===== src/rtl/core_pkg.sv =====
// Shared core definitions: datapath widths, load-type encoding and stall bit index.
package core_pkg;

  localparam int CORE_XLEN    = 32;
  localparam int CORE_RADDR_W = 6;

  // Bit of busStall that freezes the MEM/WB boundary.
  localparam int MEM_STALL_BIT = 1;

  typedef enum logic [2:0] {
    LD_NONE = 3'b000,
    LD_LW   = 3'b001,
    LD_LH   = 3'b010,
    LD_LB   = 3'b011,
    LD_LHU  = 3'b100,
    LD_LBU  = 3'b101,
    LD_FLW  = 3'b110,
    LD_RSVD = 3'b111
  } load_t;

  // The reserved encoding behaves exactly like "no load".
  function automatic logic is_load_valid(input logic [2:0] ld_type);
    return (ld_type != LD_NONE) && (ld_type != LD_RSVD);
  endfunction

endpackage


===== src/rtl/load_align.sv =====
// Load data alignment: shifts the addressed bytes to the bottom of the word and
// sign/zero-extends them according to the load type.
module load_align
  import core_pkg::*;
#(
  parameter int XLEN = CORE_XLEN
) (
  input  logic [XLEN-1:0] word,
  input  logic [1:0]      offset,
  input  logic [2:0]      ld_type,
  output logic [XLEN-1:0] data
);

  // Bytes beyond the top of the word shift in as zero, which gives the
  // zero-filled behaviour for misaligned word and halfword accesses.
  logic [XLEN-1:0] shifted;
  assign shifted = word >> {offset, 3'b000};

  // Select and extend the addressed field.
  always_comb begin
    data = '0;
    case (ld_type)
      LD_LW, LD_FLW: data = shifted;
      // A halfword straddling a byte boundary is returned unextended.
      LD_LH: data = offset[0] ? {{(XLEN-16){1'b0}}, shifted[15:0]}
                              : {{(XLEN-16){shifted[15]}}, shifted[15:0]};
      LD_LHU: data = {{(XLEN-16){1'b0}}, shifted[15:0]};
      LD_LB:  data = {{(XLEN-8){shifted[7]}}, shifted[7:0]};
      LD_LBU: data = {{(XLEN-8){1'b0}}, shifted[7:0]};
      default: data = '0;
    endcase
  end

endmodule


===== src/rtl/mem_wb.sv =====
// MEM/WB pipeline stage: captures load data across bus stalls, aligns it and
// registers the writeback bundle for the register files and forwarding muxes.
module mem_wb
  import core_pkg::*;
#(
  parameter int XLEN    = CORE_XLEN,
  parameter int RADDR_W = CORE_RADDR_W
) (
  input  logic               clk,
  input  logic               rst,
  input  logic [1:0]         busStall,
  input  logic [XLEN-1:0]    alu_out_MEM,
  input  logic [RADDR_W-1:0] rd_addr_MEM,
  input  logic               wb_en_MEM,
  input  logic               fwb_en_MEM,
  input  logic [2:0]         is_load_MEM,
  input  logic [XLEN-1:0]    DM_DO,
  output logic [XLEN-1:0]    fw_from_MEM,
  output logic [XLEN-1:0]    fw_from_WB,
  output logic [XLEN-1:0]    rd_data_WB,
  output logic [RADDR_W-1:0] rd_addr_WB,
  output logic               wb_en_WB,
  output logic               fwb_en_WB
);

  logic            stall;
  logic            unused_stall_bit0;
  logic            load_valid;
  logic [XLEN-1:0] load_src;
  logic [XLEN-1:0] load_data;
  logic [XLEN-1:0] ld_hold_reg;
  logic            hold_v_reg;
  logic [XLEN-1:0] rd_data_reg;
  logic            int_wr_ok;

  assign stall             = busStall[MEM_STALL_BIT];
  assign unused_stall_bit0 = busStall[0];
  assign load_valid        = is_load_valid(is_load_MEM);

  // The SRAM output is only valid in the first MEM cycle; afterwards the held copy wins.
  assign load_src = hold_v_reg ? ld_hold_reg : DM_DO;

  load_align #(.XLEN(XLEN)) u_load_align (
    .word    (load_src),
    .offset  (alu_out_MEM[1:0]),
    .ld_type (is_load_MEM),
    .data    (load_data)
  );

  // x0 is hard-wired zero, and an FP write never also writes the integer file.
  assign int_wr_ok = wb_en_MEM && !fwb_en_MEM && (rd_addr_MEM != '0);

  // Capture load data on the first stalled cycle; drop it once the stall releases.
  always_ff @(posedge clk or posedge rst) begin
    if (rst) begin
      ld_hold_reg <= '0;
      hold_v_reg  <= 1'b0;
    end else if (stall) begin
      if (load_valid && !hold_v_reg) begin
        ld_hold_reg <= DM_DO;
        hold_v_reg  <= 1'b1;
      end
    end else begin
      hold_v_reg <= 1'b0;
    end
  end

  // Writeback register: frozen while stalled, otherwise takes the MEM bundle.
  always_ff @(posedge clk or posedge rst) begin
    if (rst) begin
      rd_data_reg <= '0;
      rd_addr_WB  <= '0;
      wb_en_WB    <= 1'b0;
      fwb_en_WB   <= 1'b0;
    end else if (!stall) begin
      rd_data_reg <= load_valid ? load_data : alu_out_MEM;
      rd_addr_WB  <= rd_addr_MEM;
      wb_en_WB    <= int_wr_ok;
      fwb_en_WB   <= fwb_en_MEM;
    end
  end

  assign fw_from_MEM = alu_out_MEM;
  assign fw_from_WB  = rd_data_reg;
  assign rd_data_WB  = rd_data_reg;

endmodule


===== config.mk =====
export PLATFORM = sky130hd
export DESIGN_NAME = mem_wb
export DESIGN_NICKNAME = d
export VERILOG_FILES = /design/src/rtl/core_pkg.sv /design/src/rtl/load_align.sv /design/src/rtl/mem_wb.sv
export SDC_FILE = /design/constraint.sdc
export NUM_CORES = 1
export LEC_CHECK = 0
export CORE_MARGIN = 2
export CORE_UTILIZATION = 40
export DETAILED_ROUTE_END_ITERATION = 12
export PLACE_DENSITY = 0.78
export SLEW_MARGIN = 40
export SYNTH_ARGS = -nofsm -noshare
export SYNTH_HDL_FRONTEND = slang
export SYNTH_SLANG_ARGS = --single-unit

===== constraint.sdc =====
create_clock -name clk -period 2.16 [get_ports clk]
set_clock_uncertainty 0.05 [all_clocks]
set_input_delay 0.216 -clock clk [delete_from_list [all_inputs] [get_ports clk]]
set_output_delay 0.216 -clock clk [all_outputs]
set_load 0.01 [all_outputs]

# Word-level counts from Yosys, hierarchy flattened

Cells that the tools add are included.

Input bits: 79
Register bits after elaboration: 73
Output and inout port bits: 104
Logic and storage cells: 31

Mux-type cells: 6
Equal/unequal tests: 8
Reductions and logical operators: 10
Shift operators: 1

Operators by type and width:

| cell                                                  | number |
|---|---|
| one-hot mux 32 bit (5 select lines)                   | 1 |
| two-way mux 32 bit                                    | 3 |
| >> shifter 32 x 5 -> 32 bit                           | 1 |
| equality test 3 bit, second input constant            | 3 |
| equality test 3 x 2 -> 1 bit, second input constant   | 2 |
| nonzero test 6 bit                                    | 1 |
| logical AND 1 bit                                     | 4 |
| equality test 3 x 1 -> 1 bit, second input constant   | 1 |
| inequality test 3 bit, second input constant          | 1 |
| nonzero test 3 bit                                    | 1 |
| logical NOT 1 bit                                     | 2 |
| two-way mux 1 bit                                     | 2 |
| inequality test 2 x 1 -> 1 bit, second input constant | 1 |
| AND reduction 2 bit                                   | 1 |
| OR reduction 2 bit                                    | 1 |

# Longest topological paths before layout

Gate-level depths: netlist of the first run.

Depth in word-level cells: 5
Mapped depth: 7
Depth with buffers taken out: 4

# Cells and area by module

From an unflattened synthesis of the first run, not the netlist that was laid out.

Cells, all modules: 479
Area, all modules: 4902.2 um^2

By module, submodules not included:

| module     | cells each | instances | seq. area each (um^2) | area each (um^2) |
|---|---|---|---|---|
| mem_wb     | 379        | 1         | 1826.8                | 4134.0 |
| load_align | 100        | 1         | 0.0                   | 768.2 |

# Worst setup path after synthesis of the first run

No wires, ideal clock.

Kind: input port to flip-flop
Start point: input port alu_out_MEM[0]
End point: register rd_data_reg[17] (netlist: fw_from_WB[17])
Data required time: 1982 ps
Path buffers: 2
Setup time: 128 ps
Slack: 170 ps
Stages on the path: 6
Data arrival time: 1812 ps
Cell sequence: buf_6 > mux2_1 > mux4_2 > a221oi_4 > buf_6 > a22oi_2

Cells in the longest elaborated chain, start to end: 4

Ends and longest elaborated chain:

| element                               | RTL line         | text |
|---|---|---|
| start: declaration                    | mem_wb.sv:12     | `input logic [XLEN-1:0] alu_out_MEM,` |
| >> shifter 32 x 5 -> 32 bit           | load_align.sv:17 | `assign shifted = word >> {offset, 3'b000};` |
| two-way mux 32 bit                    | load_align.sv:25 | `LD_LH: data = offset[0] ? {{(XLEN-16){1'b0}}, shifted[15:0]}` |
| one-hot mux 32 bit (5 select lines) * | load_align.sv:22 | `case (ld_type)` |
| two-way mux 32 bit *                  | mem_wb.sv:76     | `rd_data_reg <= load_valid ? load_data : alu_out_MEM;` |
| end signal: assignment                | mem_wb.sv:76     |  |
| end: declaration                      | mem_wb.sv:33     | `logic [XLEN-1:0] rd_data_reg;` |

Every way passes the cells marked *; elsewhere a longest branch is shown, timed or not.
A chain may end at the register's enable or synchronous reset.

# Worst setup path after layout of the first run

Start point: register ld_hold_reg[15]
End point: register rd_data_reg[23] (netlist: fw_from_WB[23])

Cells in the longest elaborated chain, start to end: 5

Ends and longest elaborated chain:

| element                               | RTL line         | text |
|---|---|---|
| start: declaration                    | mem_wb.sv:31     | `logic [XLEN-1:0] ld_hold_reg;` |
| start signal: assignment              | mem_wb.sv:56     | `ld_hold_reg <= '0;` |
| start signal: assignment              | mem_wb.sv:60     | `ld_hold_reg <= DM_DO;` |
| two-way mux 32 bit *                  | mem_wb.sv:41     | `assign load_src = hold_v_reg ? ld_hold_reg : DM_DO;` |
| >> shifter 32 x 5 -> 32 bit *         | load_align.sv:17 |  |
| two-way mux 32 bit                    | load_align.sv:25 |  |
| one-hot mux 32 bit (5 select lines) * | load_align.sv:22 |  |
| two-way mux 32 bit *                  | mem_wb.sv:76     |  |

Marks and branches as above.

==> results of run 1 <==
final cells by class:
cell class              count  area [um2]
fillers                   992        4870
multi-input cells         271        2140
repair buffers            208        2040
flip-flops and latches     73        1830
clock buffers              13         240
well taps                 143         179
inverters                   5        18.8
clock inverters             1        5.00
metal layers:
layer | GRT usage | routed length [um] | part of all wire | up-vias
li1 | - | - | - | 1768
met1 | 0.286 | 5770 | 0.44 | 1911
met2 | 0.353 | 6330 | 0.48 | 170
met3 | 0.0536 | 891 | 0.068 | 14
met4 | 0.0609 | 157 | 0.012 | 0
met5 | 0 | 0 | 0 | -
worst max-delay path, stage by stage, from the launching register on:
cell,delay (ns)
dfrtp_1,0.40
mux2_1,0.32
mux4_2,0.53
a221oi_4,0.34
buf_12,0.20
a22oi_1,0.09
through the flow:
step	utilization	std cells	hold WS, ns	setup WS, ns
2_1_floorplan	-	442	0.311	0.0407
3_3_place_gp	0.548	700	0.419	-0.0903
3_5_place_dp	0.548	700	0.439	-0.135
4_1_cts	0.570	714	0.263	0.0948
5_1_grt	0.570	714	0.285	0.00645
6_report	0.570	714	0.263	0.0829
power groups by stage:
stage               clock (uW)  sequential, uW  combinational [uW]
finish                    1280            1760                1510
global route              1380            1790                1610
CTS                       1310            1760                1510
detailed placement           0            1780                1510
global placement             0            1760                1480
floorplan                    0            1780                 819
cells in the final DEF (no fill, tap or decap), types with 3 or more instances in the layout:
cell and count:
a31oi_1 8, mux2_2 40, and3_1 5, a22oi_2 10, clkbuf_16 9, buf_12 3, nand3_1 3, a21oi_1 3
inv_1 3, buf_4 24, nor2_1 20, a22oi_1 6, o2bb2ai_1 8, mux4_2 13, clkbuf_1 4, o22ai_1 8
nand2b_1 11, o21ai_0 38, mux2i_1 30, dfrtp_1 73, nand2_1 47, clkdlybuf4s50_1 179
worst max path at each step:
stage	startpoint	to	slack [ns]
floorplan	rst	fw_from_WB[0]	0.04
global placement	DM_DO[31]	fw_from_WB[23]	-0.09
detailed placement	DM_DO[31]	fw_from_WB[23]	-0.13
CTS	ld_hold_reg[15]	fw_from_WB[23]	0.09
global route	ld_hold_reg[15]	fw_from_WB[23]	0.006
finish	ld_hold_reg[15]	fw_from_WB[23]	0.08
cells by family after synthesis:
kind of cell | Yosys count | share of synthesized area
compound gates | 90 | 0.139
simple gates | 96 | 0.0938
buf+inv | 98 | 0.138
mux | 85 | 0.232
flops | 73 | 0.397
==> summary by stage, run 1 <==
Logic synthesis
dfrtp_1 takes more of the synthesized area than any other cell. For this run, the leading register cell type out of synthesis is dfrtp_1. The count of synthesis-stage warnings from yosys is 0. In the post-synthesis netlist, the biggest area contributors are dfrtp_1, buf_4, mux2_2. The cell area after technology mapping is about 4600 um2. The share of synthesized area in the top cell type comes to 0.397. The count of mapped cells out of synthesis is 442. Sorting the synthesized cells by how often they occur yields dfrtp_1, buf_4, nand2_1. The number of flops mapped to enable cells by yosys is 0. In this run, synthesis produced a sequential element count of 73. In this run, distinct cell masters in the synthesized netlist total between 40 and 50. The most used standard cell by instance count after synthesis is dfrtp_1. The mean area per synthesized cell is 10.4 um2.

Counting every net in the synthesized netlist gives 521. In the synthesized netlist the async set-or-reset flop fraction comes to 1.00. Of the synthesized area, sequential elements account for 0.397.

Route
After detailed routing, the number of remaining DRC violations is 0. The final routed wire length divided by cell count is 18.4 um. The count of nets left with antenna violations once routing finished came out at 0.

The first routing iteration left 281 violations. The number of vias per cell is approximately 5.4. The pre-antenna-repair detailed-routing pass consisted of 5 iterations.

Summing over every cut layer, the via total after detailed routing is 3863. Summed over all layers, the routed wires come to roughly 13000 um.

Timing
Setup repair after global routing left no endpoint under its margin. The post-route setup TNS is 0 ns. The minimum clock period is 2.08 ns. The tightest slew margin relative to the limit is 0.639. The transition time of the tightest slew-check pin is 0.542 ns.

Setup violations remaining at the end of the flow were counted as 0. The highest achievable clock rate is approximately 480 MHz. The count of final max-slew check failures is 0. The final hold violation count is 0. In the finished design, the share of the clock period the worst path needs comes to 0.962.

Pwr
In this run the static leakage power is roughly 0.0026 uW. The total internal power is 3230 uW. The areal power density over the cells is between 700 and 800 nW/um2. Of the total power, combinational logic draws 0.331. The peak supply drop is 0.338 mV. Of the total power, the share spent switching nets is 0.290. The total power is 4550 uW. The switching power is 1320 uW. The clock network power share is 0.282.

The sequential power share is 0.386.

Die
Pin placement for this block handled 183 I/O pins. The die boundary width is 111 um. The die area is 12400 um2. The floorplan has 39 rows. The core region is 11300 um2.

The die extent in y is 111 um. For this configuration, the core starts out at a cell density of 0.406.

Cells and area
The area growth from synthesis to final layout is 40.2%. The post-route standard cell area excluding fillers is 6450 um2. The ratio of cells with drive above 1 in the final layout is 0.191. The net count of the finished layout is ~650. The final antenna diode count is 0.

Worst setup path
The worst setup path is launched from a flop. The startpoint identified for the worst register-to-register timing path is ld_hold_reg[15]. The worst setup path is of the reg -> reg kind. The critical register-to-register path endpoint is fw_from_WB[23].

The maximum net fanout on the critical path is 16. The critical path capture point type is a flop. For the worst setup path, the data arrival time is 2.22 ns. Counting cells, the worst reg-to-reg path comes to 5. Data on the critical path is required at its endpoint by roughly 2.3 ns.

The setup check on the worst reg-to-reg path leaves a slack of 0.08 ns.

Status
The flow ran to the end, and the final reports show no timing, DRC or antenna violations.

Global route
For this run, the total global-route usage over all layers was measured as 0.216. The number of global-route vias before repair came to 3861. The first-pass GRT wire length is 21100 um. The global route total overflow is 0.

The number of antenna violations at the first check in global routing is 0. Entering global routing, the biggest net connects 42 pins.

Clocking
TritonCTS built the clock tree. The number of setup buffers added after CTS is 0. The buffer cell driving the clock tree root is clkbuf_16. The clock latency on the worst-skew pair is approximately 0.33 ns. The number of gates resized after CTS was 0.

Clock-pin slew was measured on the worst setup and hold paths at 0.05 ns. The TritonCTS buffer count is 9. The clock passes through at most 2 buffers. In this run the number of H-tree levels came out at 3.

The quantity of hold-fixing buffers added after cts is 0. The total clock sinks is 73.

Placement
The count of input and output buffers is 181. The congestion estimate from routability-driven global placement came to 0.909. The total half-perimeter wirelength after legalization and detailed placement is 10300 um. The instance area at placement is 6210 um2.

Flow run
The reported max-cap violation count is 0.

Min path
The path class of the tightest hold or removal check is in -> async.
Note: power is estimated with default switching activity, not from simulation.
==> inputs of run 2 (changes only) <==
- CORE_UTILIZATION: 40 -> 44
- PLACE_DENSITY: 0.78 -> 0.81
- clock period: 2.16 -> 2.32 ns (I/O delays scaled with it)
==> run 2 against run 1 <==
- worst hold slack got worse by 0.024 ns
- cell area fell by 0.31%
- sequential power fell by 7%
- core utilization rose by 5.9 points
- non-clock buffer count rose by 2
==> summary by stage, run 2 (synthesis results as in run 1) <==
Worst setup path
The master of the slowest instance on the critical path is dfrtp_1 (was mux4_2). The maximum net fanout on the critical path was 10 (was 16). Cell-by-cell listing of the critical path: inv_1 -> mux4_2 -> o31ai_2 -> buf_4 -> a31oi_1 (was mux2_1 -> mux4_2 -> a221oi_4 -> buf_12 -> a22oi_1). The critical path required time is 2.50 ns (was 2.31 ns).

The worst stage delay on the critical path is 0.67 ns (was 0.53 ns). The startpoint of the lowest-slack register-to-register path was hold_v_reg (was ld_hold_reg[15]). The startpoint-to-endpoint class of the critical path is reg -> reg (unchanged).

The timing startpoint of the critical path is hold_v_reg (was ld_hold_reg[15]). The critical path startpoint category is a flop (unchanged). The critical path capture point type was a flop (unchanged). The worst endpoint data arrival time is 2.34 ns (was 2.22 ns).

Die
The die boundary width is 106 um (was 111 um). The core outline area is 10200 um2 (was 11300 um2). The initial cell density of the core is 0.450 (was 0.406). The I/O pin count is 183 (unchanged).

The die area is 11300 um2 (was 12400 um2). The number of placement rows was 37 (was 39). The die extent in y came to 106 um (was 111 um).

Cells and area
The count of placed standard cells in the final layout, fillers left out is 711 (was 714). The commonest non-fill, non-tap cell in the layout is clkdlybuf4s50_1 (unchanged). The area growth from synthesis to final layout is 39.8% (was 40.2%). The ratio of cells with drive above 1 in the final layout is 0.203 (was 0.191).

The final antenna diode count is 0 (unchanged). The final-layout fill cell count is 861 (was 992). The net count of the finished layout came to 649 (was 647).

The post-route core utilization was 0.629 (was 0.570). Commonest cells after routing, fill and taps aside: clkdlybuf4s50_1, dfrtp_1, nand2_1 (unchanged).

Clocking
The maximum level of the CTS H-tree was 3 (unchanged). The buffer cell driving the clock tree root is clkbuf_8 (was clkbuf_16). The TritonCTS clock tree is done (unchanged).

The count of instances resized after the clock tree is built is 0 (unchanged). The maximum number of buffers from clock root to sink is 2 (unchanged). The total clock sinks is 73 (unchanged).

The clock latency on the worst-skew pair is 0.35 ns (was 0.33 ns). The number of setup buffers added after CTS was 0 (unchanged). The TritonCTS buffer count was 9 (unchanged).

The clock slew seen by the registers of the worst setup and hold paths is 0.09 ns (was 0.05 ns). The quantity of hold-fixing buffers added after cts is 0 (unchanged).

Pwr
The standby leakage power was 0.00262 uW (about the same). The peak supply drop is 0.434 mV (was 0.338 mV). The areal power density over the cells was 647 nW/um2 (was 705 nW/um2).

Global route
The number of antenna violations at the first check in global routing was 0 (unchanged). The first-pass GRT wire length is 20600 um (was 21100 um). The global-route usage over all layers is 0.234 (was 0.216). The number of global-route vias before repair is 3885 (was 3861).

The maximum number of pins on one net before global-route repair is 74 (was 42). The global route total overflow was 0 (unchanged).

Route
The number of vias per cell is 5.49 (was 5.41). The remaining antenna violation count is 0 (unchanged). The final routed wire length divided by cell count is 18.6 um (was 18.4 um). The DRC violation count after routing is 0 (unchanged).

The detailed-route wire length was 13300 um (was 13100 um). The via count is 3901 (was 3863). The first-pass detailed-route iteration total is 5 (unchanged). The DRC marker count from the first detailed-route iteration is 181 (was 281).

Timing
The count of final max-slew check failures came to 0 (unchanged). The setup-violating endpoint count in the final report came to 0 (unchanged). The share of the clock period used by the worst path after layout is 0.933 (was 0.962). Unrepaired setup endpoints after global routing: no (unchanged). The highest achievable clock rate was 462 MHz (was 481 MHz). The post-layout worst setup margin is 0.155 ns (was 0.0829 ns).

The minimum clock period is 2.17 ns (was 2.08 ns). The tightest slew margin relative to the limit was 0.661 (was 0.639). The transition time of the tightest slew-check pin is 0.508 ns (was 0.542 ns). The final hold violation count was 0 (unchanged).

Placement
The worst setup timing slack at the placement stage is -0.0279 ns (was -0.135 ns). The weighted congestion reported at the end of routability-driven placement is 0.896 (was 0.909). The number of cells after detailed placement was 695 (was 700). The count of input and output buffers came to 181 (unchanged).

The total half-perimeter wirelength after legalization and detailed placement is 10200 um (was 10300 um).

Flow run
The reported max-cap violation count was 0 (unchanged).

Min path
The type of the worst min-delay path is in -> async (unchanged).

Status
Status: finished, final reports clean (unchanged).
-- run 2: cell types whose count changed in the layout (fill, tap and decap cells not counted), sizes merged --
cell      change
clkbuf        -4
clkinv        +3
bufinv        +2
clkinvlp      +1
buf           +2
-- run 2: report_power, final --
part           internal (uW)  switching [uW]  total [uW]
clock                    605             510        1120
sequential              1480             157        1640
combinational            813             596        1410
total                   2900            1260        4160
-- run 2: critical path, delay by kind of cell, from the launching register on --
family	cells	cell delay [ns]
DFF	1	0.67
AOI/OAI and AO/OA	2	0.47
buffers and inverters	2	0.43
muxes	1	0.41
-- run 2: cell type report --
class                           count  area [um2]  area share
Clock inverter                      7        95.1      0.0148
Sequential cell                    73        1830       0.284
Inverter                            5        18.8     0.00292
Clock buffer                        9         124      0.0193
Timing Repair Buffer              210        2060       0.320
Tap cell                          136         170      0.0264
Multi-Input combinational cell    271        2140       0.333
-- run 2: per-layer routing --
layer / GRT usage / vias to the layer above / share of wire
met2: 0.384 / 159 / 0.49
met1: 0.308 / 1940 / 0.43
met5: 0 / - / 0
li1: - / 1779 / -
met4: 0.0846 / 0 / 0.022
met3: 0.0472 / 23 / 0.064
-- run 2: final timing paths --
path | endpoint | slack (ns) | cells past startpoint
worst max register to register | fw_from_WB[10] | 0.15 | 5
worst max-delay path | fw_from_WB[10] | 0.15 | 5
worst min-delay path | ld_hold_reg[0] | 0.24 | 3
max in group asynchronous | fw_from_WB[13] | 1.67 | 3
min in group clk | fw_from_WB[12] | 0.34 | 4
worst min register to register | fwb_en_WB | 0.44 | 2
-- run 2: metrics by stage --
step	total power, uW	setup TNS, ns	area, um2	hold slack (ns)
after global routing	4350	0	6430	0.275
after CTS	4190	0	6430	0.256
after floorplan	2420	0	4600	0.327
after global placement	3030	0	6210	0.421
after detailed placement	3070	-0.0297	6210	0.430
final	4160	0	6430	0.240
